--- config.mk ---
export PLATFORM = sky130hd
export DESIGN_NAME = pwm_multi_flat
export DESIGN_NICKNAME = d
export VERILOG_FILES = /design/src/rtl/pwm_multi_if.sv /design/src/rtl/pwm_multi.sv /design/src/flat_wrapper.sv
export SDC_FILE = /design/constraint.sdc
export NUM_CORES = 1
export LEC_CHECK = 0
export CORE_ASPECT_RATIO = 1.25
export CORE_MARGIN = 5
export CORE_UTILIZATION = 49
export DETAILED_ROUTE_END_ITERATION = 12
export PLACE_DENSITY = 0.73
export SYNTH_ARGS = -nofsm -noshare
export SYNTH_HDL_FRONTEND = slang
export SYNTH_SLANG_ARGS = --single-unit
--- constraint.sdc ---
create_clock -name clk -period 5.4 [get_ports clk]
set_input_delay 0.81 -clock clk [delete_from_list [all_inputs] [get_ports clk]]
set_output_delay 0.81 -clock clk [all_outputs]
set_load 0.02 [all_outputs]
--- src/rtl/pwm_multi_if.sv ---
// Configuration/status bundle for pwm_multi: master drives settings, slave (the PWM core) returns status and outputs.
// NUM_CH and WIDTH must match the parameters of the pwm_multi instance it connects to.
interface pwm_multi_if #(
    parameter int unsigned NUM_CH = 4,
    parameter int unsigned WIDTH  = 16
);
    logic                    boot_mode;
    logic                    glb_enable;
    logic [NUM_CH-1:0]       ch_enable;
    logic [NUM_CH-1:0]       ch_invert;
    logic                    center_mode;
    logic [WIDTH-1:0]        pwm_div;
    logic [WIDTH-1:0]        pwm_period;
    logic [NUM_CH*WIDTH-1:0] pwm_duty;
    logic                    update_req;
    logic                    update_pending;
    logic                    period_tick;
    logic [NUM_CH-1:0]       pwm_out;

    modport master (
        output boot_mode, glb_enable, ch_enable, ch_invert, center_mode,
               pwm_div, pwm_period, pwm_duty, update_req,
        input  update_pending, period_tick, pwm_out
    );

    modport slave (
        input  boot_mode, glb_enable, ch_enable, ch_invert, center_mode,
               pwm_div, pwm_period, pwm_duty, update_req,
        output update_pending, period_tick, pwm_out
    );
endinterface

--- src/rtl/pwm_multi.sv ---
// Multi-channel PWM: shared prescaler and period counter, shadowed div/period/duty loaded at period boundaries.
// Define PWM_CENTER_EN to build the center-aligned (up/down) counting mode selected by center_mode.
module pwm_multi #(
    parameter int unsigned NUM_CH       = 4,
    parameter int unsigned WIDTH        = 16,
    parameter int unsigned DEBUG_PERIOD = 9999,
    parameter int unsigned DEBUG_DUTY   = 1000
) (
    input  logic       clk,
    input  logic       reset,
    pwm_multi_if.slave bus
);
    localparam logic [WIDTH-1:0] DBG_PERIOD = WIDTH'(DEBUG_PERIOD);
    localparam logic [WIDTH-1:0] DBG_DUTY   = WIDTH'(DEBUG_DUTY);
    localparam logic [WIDTH-1:0] ONE        = WIDTH'(1);

    logic [WIDTH-1:0]        div_cnt_q, div_cnt_d;
    logic [WIDTH-1:0]        pwm_cnt_q, pwm_cnt_d;
    logic [WIDTH-1:0]        sh_div_q, sh_div_d;
    logic [WIDTH-1:0]        sh_period_q, sh_period_d;
    logic [NUM_CH*WIDTH-1:0] sh_duty_q, sh_duty_d;
    logic                    pending_q, pending_d;
    logic                    tick_q, tick_d;
    logic [NUM_CH-1:0]       out_q, out_d;

    logic                    run, div_tick, boundary, load;
    logic [WIDTH-1:0]        eff_div, eff_period;
    logic [NUM_CH*WIDTH-1:0] eff_duty;
    logic [NUM_CH-1:0]       eff_en, eff_inv;

`ifdef PWM_CENTER_EN
    typedef enum logic {DIR_UP, DIR_DOWN} dir_e;
    dir_e dir_q, dir_d;
    logic sh_center_q, sh_center_d;
`endif

    always_comb begin
        run        = bus.boot_mode | bus.glb_enable;
        eff_div    = (sh_div_q == '0) ? ONE : sh_div_q;
        eff_period = sh_period_q;
        eff_duty   = sh_duty_q;
        eff_en     = bus.ch_enable;
        eff_inv    = bus.ch_invert;
        if (bus.boot_mode) begin
            eff_div    = ONE;
            eff_period = DBG_PERIOD;
            eff_duty   = {NUM_CH{DBG_DUTY}};
            eff_en     = '1;
            eff_inv    = '0;
        end

        // >= so a div_cnt left over from a larger divider still ticks once boot_mode forces DIV=1
        div_tick  = run & (div_cnt_q >= eff_div - ONE);
        div_cnt_d = div_tick ? '0 : div_cnt_q + ONE;
        pwm_cnt_d = pwm_cnt_q;
        boundary  = 1'b0;
`ifdef PWM_CENTER_EN
        dir_d = dir_q;
        if (div_tick) begin
            if (!sh_center_q) begin
                dir_d = DIR_UP;
                if (pwm_cnt_q >= eff_period) begin
                    pwm_cnt_d = '0;
                    boundary  = 1'b1;
                end else begin
                    pwm_cnt_d = pwm_cnt_q + ONE;
                end
            end else if (dir_q == DIR_UP) begin
                // Peak is held for one div_tick; a period of 0 or 1 turns straight back into the valley
                if (pwm_cnt_q < eff_period) begin
                    pwm_cnt_d = pwm_cnt_q + ONE;
                end else if (eff_period > ONE) begin
                    pwm_cnt_d = pwm_cnt_q - ONE;
                    dir_d     = DIR_DOWN;
                end else begin
                    pwm_cnt_d = '0;
                    boundary  = 1'b1;
                end
            end else if (pwm_cnt_q > ONE) begin
                pwm_cnt_d = pwm_cnt_q - ONE;
            end else begin
                pwm_cnt_d = '0;
                boundary  = 1'b1;
                dir_d     = DIR_UP;
            end
        end
`else
        if (div_tick) begin
            if (pwm_cnt_q >= eff_period) begin
                pwm_cnt_d = '0;
                boundary  = 1'b1;
            end else begin
                pwm_cnt_d = pwm_cnt_q + ONE;
            end
        end
`endif

        load      = 1'b0;
        pending_d = pending_q;
        if (!run) begin
            div_cnt_d = '0;
            pwm_cnt_d = '0;
            load      = 1'b1;
            pending_d = 1'b0;
`ifdef PWM_CENTER_EN
            dir_d     = DIR_UP;
`endif
        end else if (boundary) begin
            load      = pending_q | bus.update_req;
            pending_d = 1'b0;
        end else if (bus.update_req) begin
            pending_d = 1'b1;
        end
        tick_d = boundary;

        sh_div_d    = load ? bus.pwm_div    : sh_div_q;
        sh_period_d = load ? bus.pwm_period : sh_period_q;
        sh_duty_d   = load ? bus.pwm_duty   : sh_duty_q;
`ifdef PWM_CENTER_EN
        sh_center_d = load ? bus.center_mode : sh_center_q;
`endif

        for (int unsigned i = 0; i < NUM_CH; i++) begin
            out_d[i] = (run & eff_en[i] & (pwm_cnt_q < eff_duty[i*WIDTH +: WIDTH])) ^ eff_inv[i];
        end
    end

    always_ff @(posedge clk) begin
        if (reset) begin
            div_cnt_q   <= '0;
            pwm_cnt_q   <= '0;
            sh_div_q    <= '0;
            sh_period_q <= '0;
            sh_duty_q   <= '0;
            pending_q   <= 1'b0;
            tick_q      <= 1'b0;
            out_q       <= '0;
        end else begin
            div_cnt_q   <= div_cnt_d;
            pwm_cnt_q   <= pwm_cnt_d;
            sh_div_q    <= sh_div_d;
            sh_period_q <= sh_period_d;
            sh_duty_q   <= sh_duty_d;
            pending_q   <= pending_d;
            tick_q      <= tick_d;
            out_q       <= out_d;
        end
    end

`ifdef PWM_CENTER_EN
    always_ff @(posedge clk) begin
        if (reset) begin
            dir_q       <= DIR_UP;
            sh_center_q <= 1'b0;
        end else begin
            dir_q       <= dir_d;
            sh_center_q <= sh_center_d;
        end
    end
`endif

    assign bus.update_pending = pending_q;
    assign bus.period_tick    = tick_q;
    assign bus.pwm_out        = out_q;
endmodule
--- src/flat_wrapper.sv ---
// flat-port wrapper written by rule: the top's interface ports become plain ports
module pwm_multi_flat 
#(
    parameter int unsigned NUM_CH       = 4,
    parameter int unsigned WIDTH        = 16,
    parameter int unsigned DEBUG_PERIOD = 9999,
    parameter int unsigned DEBUG_DUTY   = 1000
)
  (clk, reset, bus_boot_mode, bus_glb_enable, bus_ch_enable, bus_ch_invert, bus_center_mode, bus_pwm_div, bus_pwm_period, bus_pwm_duty, bus_update_req, bus_update_pending, bus_period_tick, bus_pwm_out);
  pwm_multi_if #(.NUM_CH(NUM_CH), .WIDTH(WIDTH)) bus_i ();
  input  logic clk;
  input  logic reset;
  input wire logic [$bits(bus_i.boot_mode)-1:0] bus_boot_mode;
  input wire logic [$bits(bus_i.glb_enable)-1:0] bus_glb_enable;
  input wire logic [$bits(bus_i.ch_enable)-1:0] bus_ch_enable;
  input wire logic [$bits(bus_i.ch_invert)-1:0] bus_ch_invert;
  input wire logic [$bits(bus_i.center_mode)-1:0] bus_center_mode;
  input wire logic [$bits(bus_i.pwm_div)-1:0] bus_pwm_div;
  input wire logic [$bits(bus_i.pwm_period)-1:0] bus_pwm_period;
  input wire logic [$bits(bus_i.pwm_duty)-1:0] bus_pwm_duty;
  input wire logic [$bits(bus_i.update_req)-1:0] bus_update_req;
  output wire logic [$bits(bus_i.update_pending)-1:0] bus_update_pending;
  output wire logic [$bits(bus_i.period_tick)-1:0] bus_period_tick;
  output wire logic [$bits(bus_i.pwm_out)-1:0] bus_pwm_out;
  assign bus_i.boot_mode = bus_boot_mode;
  assign bus_i.glb_enable = bus_glb_enable;
  assign bus_i.ch_enable = bus_ch_enable;
  assign bus_i.ch_invert = bus_ch_invert;
  assign bus_i.center_mode = bus_center_mode;
  assign bus_i.pwm_div = bus_pwm_div;
  assign bus_i.pwm_period = bus_pwm_period;
  assign bus_i.pwm_duty = bus_pwm_duty;
  assign bus_i.update_req = bus_update_req;
  assign bus_update_pending = bus_i.update_pending;
  assign bus_period_tick = bus_i.period_tick;
  assign bus_pwm_out = bus_i.pwm_out;
  pwm_multi #(.NUM_CH(NUM_CH), .WIDTH(WIDTH), .DEBUG_PERIOD(DEBUG_PERIOD), .DEBUG_DUTY(DEBUG_DUTY)) u_core (.clk(clk), .reset(reset), .bus(bus_i));
endmodule
Word level (Yosys, flattened, before mapping)
Index checks and enable logic that the tools add are counted.
{"block": "classes", "bitwise": 16, "order_cmp": 6, "reduce_logical": 4, "addsub": 3, "n_mux": 11}
{"operator": "16-bit less-than comparator", "n": 4}
{"operator": "16-bit 2-to-1 mux", "n": 4}
{"operator": "64-bit 2-to-1 mux", "n": 1}
{"operator": "16-bit by 1-bit adder with 16-bit output, second input constant", "n": 2}
{"operator": "16-bit >= comparator", "n": 2}
{"operator": "16-bit logical NOT", "n": 1}
{"operator": "16-bit by 1-bit subtractor with 16-bit output, second input constant", "n": 1}
{"operator": "1-bit AND", "n": 9}
{"operator": "4-bit 2-to-1 mux", "n": 2}
{"operator": "3-bit OR reduction", "n": 2}
{"operator": "1-bit 2-to-1 mux", "n": 4}
{"operator": "1-bit bitwise XOR", "n": 4}
{"operator": "1-bit bitwise OR", "n": 2}
{"operator": "2-bit OR reduction", "n": 1}
{"operator": "1-bit NOT", "n": 1}
{"block": "word_totals", "regBits": 134, "in_bits": 110, "output_inout_bits": 6, "wordCells": 48}

Logic depth before layout (Yosys ltp)
Gate-level depths: netlist of the first run.
{"block": "logic_depth", "word_depth": 9, "mapped_depth": 21, "depth_no_buf": 15}

Least setup slack after synthesis of the first run
Ideal clock, no wire load.
{"block": "synth_timing", "path_type": "in2reg", "startpoint": "in bus_boot_mode", "endpoint": "reg u_core.sh_duty_q[16]", "n_path_buf": 8, "slack_ns": 0.810, "setup_ns": 0.120, "arrival_time_ns": 4.471, "path_stages": 21, "t_required_ns": 5.280, "cell_sequence": "buf_2 > buf_1 > inv_1 > clkbuf_1 > clkbuf_1 > nand2_1 > ha_1 > clkbuf_1 > a21boi_0 > a21boi_0 > a31oi_1 > ha_1 > nand2_1 > nor3_1 > o21ai_1 > o21a_1 > o32a_1 > buf_4 > buf_6 > buf_6 > mux2i_1"}
{"block": "synth_via", "elab_chain_cells": 7, "word_cells_on_any_way": 11, "classes_between": "1 x add/sub; 2 x order compare; 6 x mux; 2 x bitwise"}
{"item": "start: declaration", "line_no": "flat_wrapper.sv:13", "rtl": "input wire logic [$bits(bus_i.boot_mode)-1:0] bus_boot_mode;"}
{"item": "16-bit 2-to-1 mux", "line_no": "pwm_multi.sv:44", "rtl": "if (bus.boot_mode) begin"}
{"item": "16-bit by 1-bit subtractor with 16-bit output", "line_no": "pwm_multi.sv:53", "rtl": "div_tick = run & (div_cnt_q >= eff_div - ONE);"}
{"item": "16-bit >= comparator", "line_no": "pwm_multi.sv:53"}
{"item": "1-bit AND", "line_no": "pwm_multi.sv:53"}
{"item": "1-bit 2-to-1 mux", "line_no": "pwm_multi.sv:88", "rtl": "if (div_tick) begin"}
{"item": "1-bit 2-to-1 mux", "line_no": "pwm_multi.sv:108", "rtl": "end else if (boundary) begin"}
{"item": "1-bit 2-to-1 mux (*)", "line_no": "pwm_multi.sv:100", "rtl": "if (!run) begin"}
{"item": "end signal: assignment", "line_no": "pwm_multi.sv:143", "rtl": "sh_duty_q <= sh_duty_d;"}
{"item": "end: declaration", "line_no": "pwm_multi.sv:21", "rtl": "logic [NUM_CH*WIDTH-1:0] sh_duty_q, sh_duty_d;"}
Every way passes the cells marked *; elsewhere a longest branch is shown, timed or not.
A chain may end at the register's enable or synchronous reset.

Worst setup path after layout of the first run
{"block": "layout_timing", "startpoint": "reg u_core.sh_div_q[4]", "endpoint": "reg u_core.sh_period_q[0]"}
{"block": "layout_via", "elab_chain_cells": 9}
{"item": "start: declaration", "line_no": "pwm_multi.sv:19", "rtl": "logic [WIDTH-1:0] sh_div_q, sh_div_d;"}
{"item": "start signal: assignment", "line_no": "pwm_multi.sv:141", "rtl": "sh_div_q <= sh_div_d;"}
{"item": "16-bit logical NOT", "line_no": "pwm_multi.sv:39", "rtl": "eff_div = (sh_div_q == '0) ? ONE : sh_div_q;"}
{"item": "16-bit 2-to-1 mux (*)", "line_no": "pwm_multi.sv:39"}
{"item": "16-bit 2-to-1 mux (*)", "line_no": "pwm_multi.sv:44"}
{"item": "16-bit by 1-bit subtractor with 16-bit output (*)", "line_no": "pwm_multi.sv:53"}
{"item": "16-bit >= comparator (*)", "line_no": "pwm_multi.sv:53"}
{"item": "1-bit AND (*)", "line_no": "pwm_multi.sv:53"}
{"item": "1-bit 2-to-1 mux (*)", "line_no": "pwm_multi.sv:88"}
{"item": "1-bit 2-to-1 mux (*)", "line_no": "pwm_multi.sv:108"}
{"item": "1-bit 2-to-1 mux (*)", "line_no": "pwm_multi.sv:100"}
{"item": "end signal: assignment", "line_no": "pwm_multi.sv:142", "rtl": "sh_period_q <= sh_period_d;"}
{"item": "end: declaration", "line_no": "pwm_multi.sv:20", "rtl": "logic [WIDTH-1:0] sh_period_q, sh_period_d;"}
Marks and branches as above.

==> flow_summary.yaml, run 1 <==
logic_synthesis:
  synth_flop_cell: "dfxtp_1"
  synth_cell_types: 51
  yosysSeqAreaShare_pct: 32.3
  async_flop_share_pct: 0
  synth_edf_count: 0
  ys_warn_count: 0
  yosysTopAreaCell: "dfxtp_1"
  synth-seq-cells: 134
  yosys.area_share.adder_pct: 14.3
  synth_top_cells_by_area: "dfxtp_1, ha_1, nand2_1"
  synth-simple-area-share_pct: 24.7
  synth-compound-area-share_pct: 10.6
  avgSynthCellArea_um2: 8.04
  netlist_instances: 1034
  synth_xor_area_share_pct: 2.21
  synth_top_area_share_pct: 32.3
  syn_nets: 1239
  synth_area_um2: 8310
  synthMuxAreaShare_pct: 12.2
  synth_top_family_by_area: "simple AND/OR/NAND/NOR gates"
detailed_routing:
  wl_met1_mm: 9.33
  wl_per_cell_um: 15.6
  ant_nets: 0
  vias: 7425
  dr.max_layer_used: "met4"
  route.detailed.drc: 0
  wirelength_mm: 21.2
  dr_wl_met3_mm: 1.02
  drtIter0Drc: 400
  wl_met2_mm: 10.3
  drt_pass1_iterations: 4
  viasPerCell: 5.48
timing:
  fin_crit_ns: 4.69
  maxSlewHeadroom_pct: 15.0
  rsz0062_at_grt: "no"
  maxSlewViolCount: 0
  setup_viol: 0
  max_slew.worst_pin.slew_ns: 1.27
  skew_ns: 0.00813
  tns_ns: 0
  period_share_pct: 86.8
  max_freq_ghz: 0.213
  finalHoldViolCount: 0
place:
  globalplace.congestion: 0.830
  port_buffers: 114
  hpwl_mm: 14.4
clock_network:
  cts_root_buf: "clkbuf_16"
  cts.sinks: 134
  cts_tree: "yes"
  cts_made_buffers: 17
  clk_latency_ns: 0.42
  cts_setup_buffers: 0
  clk_pin_slew_ns: 0.06
  postCtsResizedCells: 0
  clockBufferDepth: 2
  htreeDepth: 4
  cts_hold_buf: 0
finish:
  diodes: 0
  final_common_cell: "nand2_1"
  layout_common_cells: "nand2_1, dfxtp_1, clkdlybuf4s50_1"
  area_delta_synth_final_pct: 22.6
  drive_above_1_share_pct: 4.76
  nets: 1327
floorplanning:
  rows: 53
  die_area_um2: 19700
  core-area_um2: 16800
  initial_core_util_pct: 49.6
  die_y_um: 156
  io_pins: 116
  die_w_um: 127
hold_path:
  hold_path_class: "register to register"
outcome:
  status: "finished clean"
power:
  leakage_nw: 4.69
  powerDensity_nw_per_um2: 267
  power_mw: 2.72
  peakVddDrop_v: 0.000225
global_route:
  antenna_found_initial: 0
  grt_max_degree: 110
  grt_overflow: 0
  grt_pass1_vias: 7265
  grt.total_usage_pct: 21.5
  grt_pass1_wl_mm: 34.7
setup_path:
  path_class: "register to register"
  path_max_fanout: 96
  cp-start-kind: "register"
  end_kind: "register"
  cp.required_ns: 5.73
  arrival_ns: 5.02
job:
  cap_violations: 0
[sequential cells by signal (all words and copies together), names as in the netlist]
signal and count:
u_core.sh_duty_q 64, u_core.bus.pwm_out 4, u_core.bus.update_pending 1, u_core.sh_period_q 16
u_core.sh_div_q 16, u_core.pwm_cnt_q 16, u_core.div_cnt_q 16, u_core.bus.period_tick 1
[metrics by stage]
step / hold slack [ns] / worst slack (ns) / util, % / cell area [µm²] / instances
after floorplan: 0.433 / 0.810 / - / 8310 / 1034
after global placement: 0.441 / 0.827 / 56.9 / 9550 / 1323
after detailed placement: 0.452 / 0.703 / 56.9 / 9550 / 1323
after CTS: 0.460 / 0.827 / 60.8 / 10200 / 1355
after global routing: 0.477 / 0.348 / 60.8 / 10200 / 1355
final: 0.458 / 0.712 / 60.8 / 10200 / 1355
[metal layers]
metal	GRT usage [%]	vias to the layer above
li1	-	3761
met4	8.53	0
met5	0	-
met3	3.94	48
met1	26.5	3448
met2	37.1	168
[synthesized netlist by cell type (7+ instances only)]
cell type and n:
a21o_1 25, a21oi_1 44, and3_1 11, clkbuf_1 37
dfxtp_1 134, ha_1 95, inv_1 9, mux2i_1 99
nand2_1 290, nand3_1 22, nand4_1 16, nor2_1 72
nor2b_1 7, nor3_1 19, nor4_1 8, o21ai_0 24
o21ai_1 7, or3_1 10, xnor2_1 10, xor2_1 11
[logic make-up (layout without fill, tap and decap cells)]
| family | Yosys count | count (layout) |
|---|---|---|
| flops | 134 | 134 |
| buf+inv | 66 | 167 |
| simple gates | 477 | 477 |
| fa+ha+maj | 95 | 95 |
| compound gates | 140 | 140 |
| xor+xnor | 21 | 21 |
| mux | 101 | 101 |
[power breakdown]
part	leakage (nW)	internal (mW)	total (mW)	switching, mW
sequential	1.09	1.03	1.06	0.0294
combinational	3.28	0.187	0.384	0.197
clock	0.313	0.830	1.28	0.448
total	4.69	2.05	2.72	0.675
[worst max-delay path, stage by stage (launching register included)]
cell and delay [ns]:
dfxtp_1 0.44, nor4_1 0.13, nand2_1 0.13, nor2_1 0.05, a211oi_1 0.36, ha_1 0.41
a21boi_0 0.42, a21boi_0 0.28, a31oi_1 0.07, ha_1 0.30, nand2_1 0.05, nor3_1 0.27
o21ai_1 0.13, o21a_1 0.19, buf_4 0.20, o32a_2 0.43, buf_12 0.22, mux2i_1 0.31
[cell type report]
class | count | area [µm²]
fill | 1497 | 6580
multi-input combinational | 834 | 5320
sequential | 134 | 2680
timing repair buffer | 125 | 1230
clock buffer | 19 | 443
tap | 220 | 275
clock inverter | 13 | 203
inverter | 10 | 42.5
[path summary, 6_finish.rpt]
check | end | startpoint | depth (start not counted) | slack (ns)
worst max-delay path | u_core.sh_period_q[0] | u_core.sh_div_q[4] | 17 | 0.71
worst min-delay path | u_core.sh_duty_q[46] | u_core.sh_duty_q[46] | 2 | 0.46
worst max register to register | u_core.sh_period_q[0] | u_core.sh_div_q[4] | 17 | 0.71
worst min register to register | u_core.sh_duty_q[46] | u_core.sh_duty_q[46] | 2 | 0.46
Note: power is estimated with default switching activity, not from simulation.
==> run 2: changes to the inputs <==
- CORE_ASPECT_RATIO: 1.25 -> unset
- CTS_BUF_LIST: unset -> sky130_fd_sc_hd__clkbuf_16
==> run 2 against run 1 <==
Clock skew decreased by 0.0012 ns. Fmax increased by 3.5%. Global-route usage about the same. Sequential share of layout area increased by 0.16 points. Critical path depth unchanged. Wire length decreased by 1.1%. Critical path type unchanged. Largest cell class unchanged. Highest routed layer is now met5.
==> flow_summary.yaml, run 2 (synthesis gave the netlist of run 1 again) <==
finish:
  nets: 1329
  diodes: 0
  final_core_util_pct: 60.9
  final_common_cell: "nand2_1"
  area_delta_synth_final_pct: 21.9
  drive_above_1_share_pct: 4.31
  largest_register_ffs: 64
  fin_cells: 1357
  largest_register: "u_core.sh_duty_q"
  design_area_um2: 10100
  layout_common_cells: "nand2_1, dfxtp_1, clkdlybuf4s50_1"
outcome:
  status: "finished clean"
setup_path:
  r2r_end: "u_core.sh_duty_q[37]"
  crit_path_cell_trace: "nor4_1 -> nand2_1 -> nor2_1 -> a211oi_1 -> ha_1 -> a21boi_0 -> a21boi_0 -> a31oi_1 -> ha_1 -> nand2_1 -> o21ai_0 -> a21oi_1 -> o21a_1 -> buf_4 -> o32a_2 -> buf_12 -> mux2i_1"
  path_class: "register to register"
  rrSetupSlack_ns: 0.87
  crit_slowest_cell: "buf_12"
  path_max_fanout: 96
  end_kind: "register"
  rr_worst_depth: 17
  cp-startpoint: "u_core.sh_div_q[4]"
  arrival_ns: 4.86
  r2r_start: "u_core.sh_div_q[4]"
  cp.required_ns: 5.73
  cp-start-kind: "register"
  crit_path_max_incr_delay_ns: 0.47
place:
  port_buffers: 114
  dp_slack_ns: 0.759
  place_area_um2: 9570
  placed_cells: 1325
  hpwl_mm: 14.5
  globalplace.congestion: 0.790
timing:
  layout_setup_ws_ns: 0.869
  fin_crit_ns: 4.53
  skew_ns: 0.00697
  maxSlewHeadroom_pct: 51.3
  period_share_pct: 83.9
  tns_ns: 0
  finalHoldViolCount: 0
  hold_ws_ns: 0.457
  maxSlewViolCount: 0
  rsz0062_at_grt: "no"
  max_freq_ghz: 0.221
  max_slew.worst_pin.slew_ns: 0.730
  setup_viol: 0
power:
  peakVddDrop_v: 0.000237
  p_int_mw: 1.93
  p_sw_mw: 0.647
  powerDensity_nw_per_um2: 254
  comb_power_share_pct: 14.9
  power_mw: 2.58
  seq_power_share_pct: 41.2
  clockPowerShare_pct: 43.9
  leakage_nw: 4.67
  sw_frac_of_total_pct: 25.1
clock_network:
  cts_setup_buffers: 0
  cts_root_buf: "clkbuf_16"
  postCtsResizedCells: 0
  cts_made_buffers: 17
  clockBufferDepth: 2
  clk_pin_slew_ns: 0.06
  clk_latency_ns: 0.42
  cts_tree: "yes"
  cts_hold_buf: 0
  cts.sinks: 134
  htreeDepth: 4
floorplanning:
  die_w_um: 140
  rows: 47
  io_pins: 116
  die_y_um: 140
  die_area_um2: 19700
  initial_core_util_pct: 50.0
  core-area_um2: 16600
hold_path:
  hold_depth: 2
  hold_path_class: "register to register"
  hold_end: "u_core.sh_duty_q[9]"
  hold_start: "u_core.sh_duty_q[9]"
detailed_routing:
  viasPerCell: 5.52
  ant_nets: 0
  wirelength_mm: 20.9
  route.detailed.drc: 0
  drtIter0Drc: 505
  wl_per_cell_um: 15.4
  drt_pass1_iterations: 5
  vias: 7486
global_route:
  grt_overflow: 0
  grt_pass1_wl_mm: 34.9
  grt_max_degree: 103
  grt.total_usage_pct: 21.5
  grt_pass1_vias: 7203
  antenna_found_initial: 1
job:
  cap_violations: 0
## run 2: metal layers
metal	track usage (%)	vias up	part of all wire, %
li1	-	3764	-
met1	29.1	3464	46
met2	34.2	202	46
met3	3.89	54	4.9
met4	8.01	2	2.6
met5	0	-	0.033
## run 2: power groups by stage
stage	logic (mW)	registers, mW	clock network (mW)
floorplan	0.241	1.08	0
global placement	0.376	1.08	0
detailed placement	0.383	1.08	0
CTS	0.386	1.06	1.15
global route	0.432	1.07	1.19
finish	0.385	1.06	1.13
## run 2: worst max-delay path by stage
stage and endpoint:
2_1_floorplan u_core.sh_duty_q[16], 3_3_place_gp u_core.sh_duty_q[24], 6_report u_core.sh_duty_q[37], 3_5_place_dp u_core.sh_duty_q[37], 4_1_cts u_core.sh_duty_q[37], 5_1_grt u_core.sh_duty_q[27]
## run 2: worst max-delay path: cells and delay by family (launching register included)
kind | cells | cell delay (ns)
AO/OA/AOI/OAI | 8 | 1.73
adder cells (fa/ha/maj) | 2 | 0.71
buffers and inverters | 2 | 0.71
flip-flops | 1 | 0.44
multiplexers | 1 | 0.30
AND/OR/NAND/NOR | 4 | 0.39
## run 2: cell type report
class                   instances  area [µm²]
inverters                      10        42.5
fillers                      1461        6510
multi-input cells             834        5320
well taps                     220         275
clock inverters                15         145
flip-flops and latches        134        2680
clock buffers                  17         425
repair buffers                127        1250
==> run 3: changes to the inputs <==
- clock period: 5.4 -> 4.25 ns (I/O delays scaled with it)
==> run 3 against run 2 <==
Sequential share of layout area shrank 0.22 points. Fmax grew 15%. Sequential cell count is the same. Register-to-register slack lost 0.56 ns. Die area is the same. Critical path type unchanged. Largest cell class unchanged.
==> flow_summary.yaml, run 3 (synthesis gave the netlist of run 1 again) <==
outcome:
  status: "finished clean"
place:
  globalplace.congestion: 0.854
  hpwl_mm: 14.6
  placed_cells: 1328
  port_buffers: 114
setup_path:
  cp-start-kind: "register"
  path_max_fanout: 48
  path_class: "register to register"
  crit_slowest_cell: "o32a_2"
  crit_path_max_incr_delay_ns: 0.46
  crit_path_cell_trace: "nor4_2 -> nand2_1 -> nor2_1 -> a211oi_1 -> ha_1 -> nor2b_1 -> a31oi_1 -> o21ai_0 -> ha_1 -> nand4_1 -> nor3_1 -> o21ai_1 -> o21a_1 -> o32a_2 -> clkbuf_16 -> mux2i_1"
  cp.required_ns: 4.55
  end_kind: "register"
  cp_common_cell: "ha_1"
  rr_worst_depth: 16
  r2r_end: "u_core.sh_duty_q[46]"
  r2r_start: "u_core.sh_div_q[4]"
  rrSetupSlack_ns: 0.31
  arrival_ns: 4.24
global_route:
  antenna_found_initial: 1
  grt_overflow: 0
  grt_pass1_vias: 7087
  grt_pass1_wl_mm: 34.1
  grt_max_degree: 97
  grt.total_usage_pct: 21.2
floorplanning:
  io_pins: 116
  die_y_um: 140
  die_w_um: 140
  core-area_um2: 16600
  die_area_um2: 19700
  initial_core_util_pct: 50.0
  rows: 47
timing:
  hold_ws_ns: 0.458
  finalHoldViolCount: 0
  fin_crit_ns: 3.94
  max_freq_ghz: 0.254
  setup_viol: 0
  rsz0062_at_grt: "no"
  max_slew.worst_pin.slew_ns: 0.673
  maxSlewHeadroom_pct: 54.0
  tns_ns: 0
  maxSlewViolCount: 0
  period_share_pct: 92.7
  skew_ns: 0.00898
clock_network:
  cts_setup_buffers: 0
  cts_root_buf: "clkbuf_16"
  cts.sinks: 134
  clockBufferDepth: 2
  htreeDepth: 4
  clk_latency_ns: 0.43
  cts_hold_buf: 0
  cts_made_buffers: 17
  postCtsResizedCells: 0
  clk_pin_slew_ns: 0.06
  cts_tree: "yes"
detailed_routing:
  wl_per_cell_um: 15.8
  vias: 7382
  viasPerCell: 5.42
  route.detailed.drc: 0
  ant_nets: 0
  drtIter0Drc: 571
  drt_pass1_iterations: 5
  wirelength_mm: 21.5
finish:
  largest_register: "u_core.sh_duty_q"
  final_common_cell: "nand2_1"
  nets: 1333
  drive_above_1_share_pct: 5.17
  area_delta_synth_final_pct: 22.9
  layout_common_cells: "nand2_1, dfxtp_1, clkdlybuf4s50_1"
  fin_cells: 1362
  largest_register_ffs: 64
power:
  leakage_nw: 4.71
  power_mw: 3.32
  peakVddDrop_v: 0.000265
  powerDensity_nw_per_um2: 325
hold_path:
  hold_depth: 2
  hold_start: "u_core.sh_duty_q[8]"
  hold_path_class: "register to register"
  hold_end: "u_core.sh_duty_q[8]"
job:
  cap_violations: 0
## run 3: cell count changes in the layout (fill, tap and decap cells not counted), sizes merged
cell,before,now
buf,14,17
clkbuf,17,18
clkinv,9,8
diode,0,1
inv,11,12
## run 3: how the worst max path moves through the flow
stage / endpoint / slack, ns / startpoint
6_report: u_core.sh_duty_q[46] / 0.31 / u_core.sh_div_q[4]
5_1_grt: u_core.sh_div_q[5] / 0.04 / u_core.sh_div_q[4]
4_1_cts: u_core.sh_duty_q[38] / 0.17 / u_core.sh_div_q[4]
3_5_place_dp: u_core.sh_duty_q[55] / 0.18 / u_core.sh_div_q[4]
3_3_place_gp: u_core.sh_duty_q[23] / 0.30 / u_core.sh_div_q[4]
2_1_floorplan: u_core.sh_duty_q[16] / 0.02 / bus_boot_mode
## run 3: metrics by stage
step	worst slack [ns]	area [µm²]	util, %
floorplan	0.0166	8320	-
global placement	0.301	9590	57.6
detailed placement	0.180	9590	57.6
CTS	0.166	10200	61.2
global route	0.0380	10200	61.4
finish	0.309	10200	61.4
## run 3: where the power goes
group	leakage, nW	switching (mW)	total [mW]	internal, mW
registers	1.09	0.0380	1.35	1.31
clock network	0.290	0.561	1.47	0.913
logic	3.33	0.253	0.497	0.244
total	4.71	0.852	3.32	2.47
## run 3: cell type report
cell class	count	area [µm²]
Antenna cell	1	2.50
Clock buffer	17	425
Clock inverter	15	165
Fill cell	1461	6420
Inverter	10	42.5
Multi-Input combinational cell	834	5330
Sequential cell	134	2680
Tap cell	220	275
Timing Repair Buffer	131	1300
## run 3: worst max-delay path, delay by kind of cell, from the launching register on
kind | cells | cell delay (ns)
compound gates | 6 | 1.18
fa+ha+maj | 2 | 0.59
buf+inv | 1 | 0.29
flops | 1 | 0.37
mux | 1 | 0.16
simple gates | 6 | 1.19
## run 3: metal layers
metal / vias up / GRT usage (%) / share of wire, %
li1: 3770 / - / -
met1: 3359 / 27.8 / 46
met2: 210 / 34.4 / 46
met3: 43 / 3.99 / 6.0
met4: 0 / 8.57 / 2.4
met5: - / 0 / 0
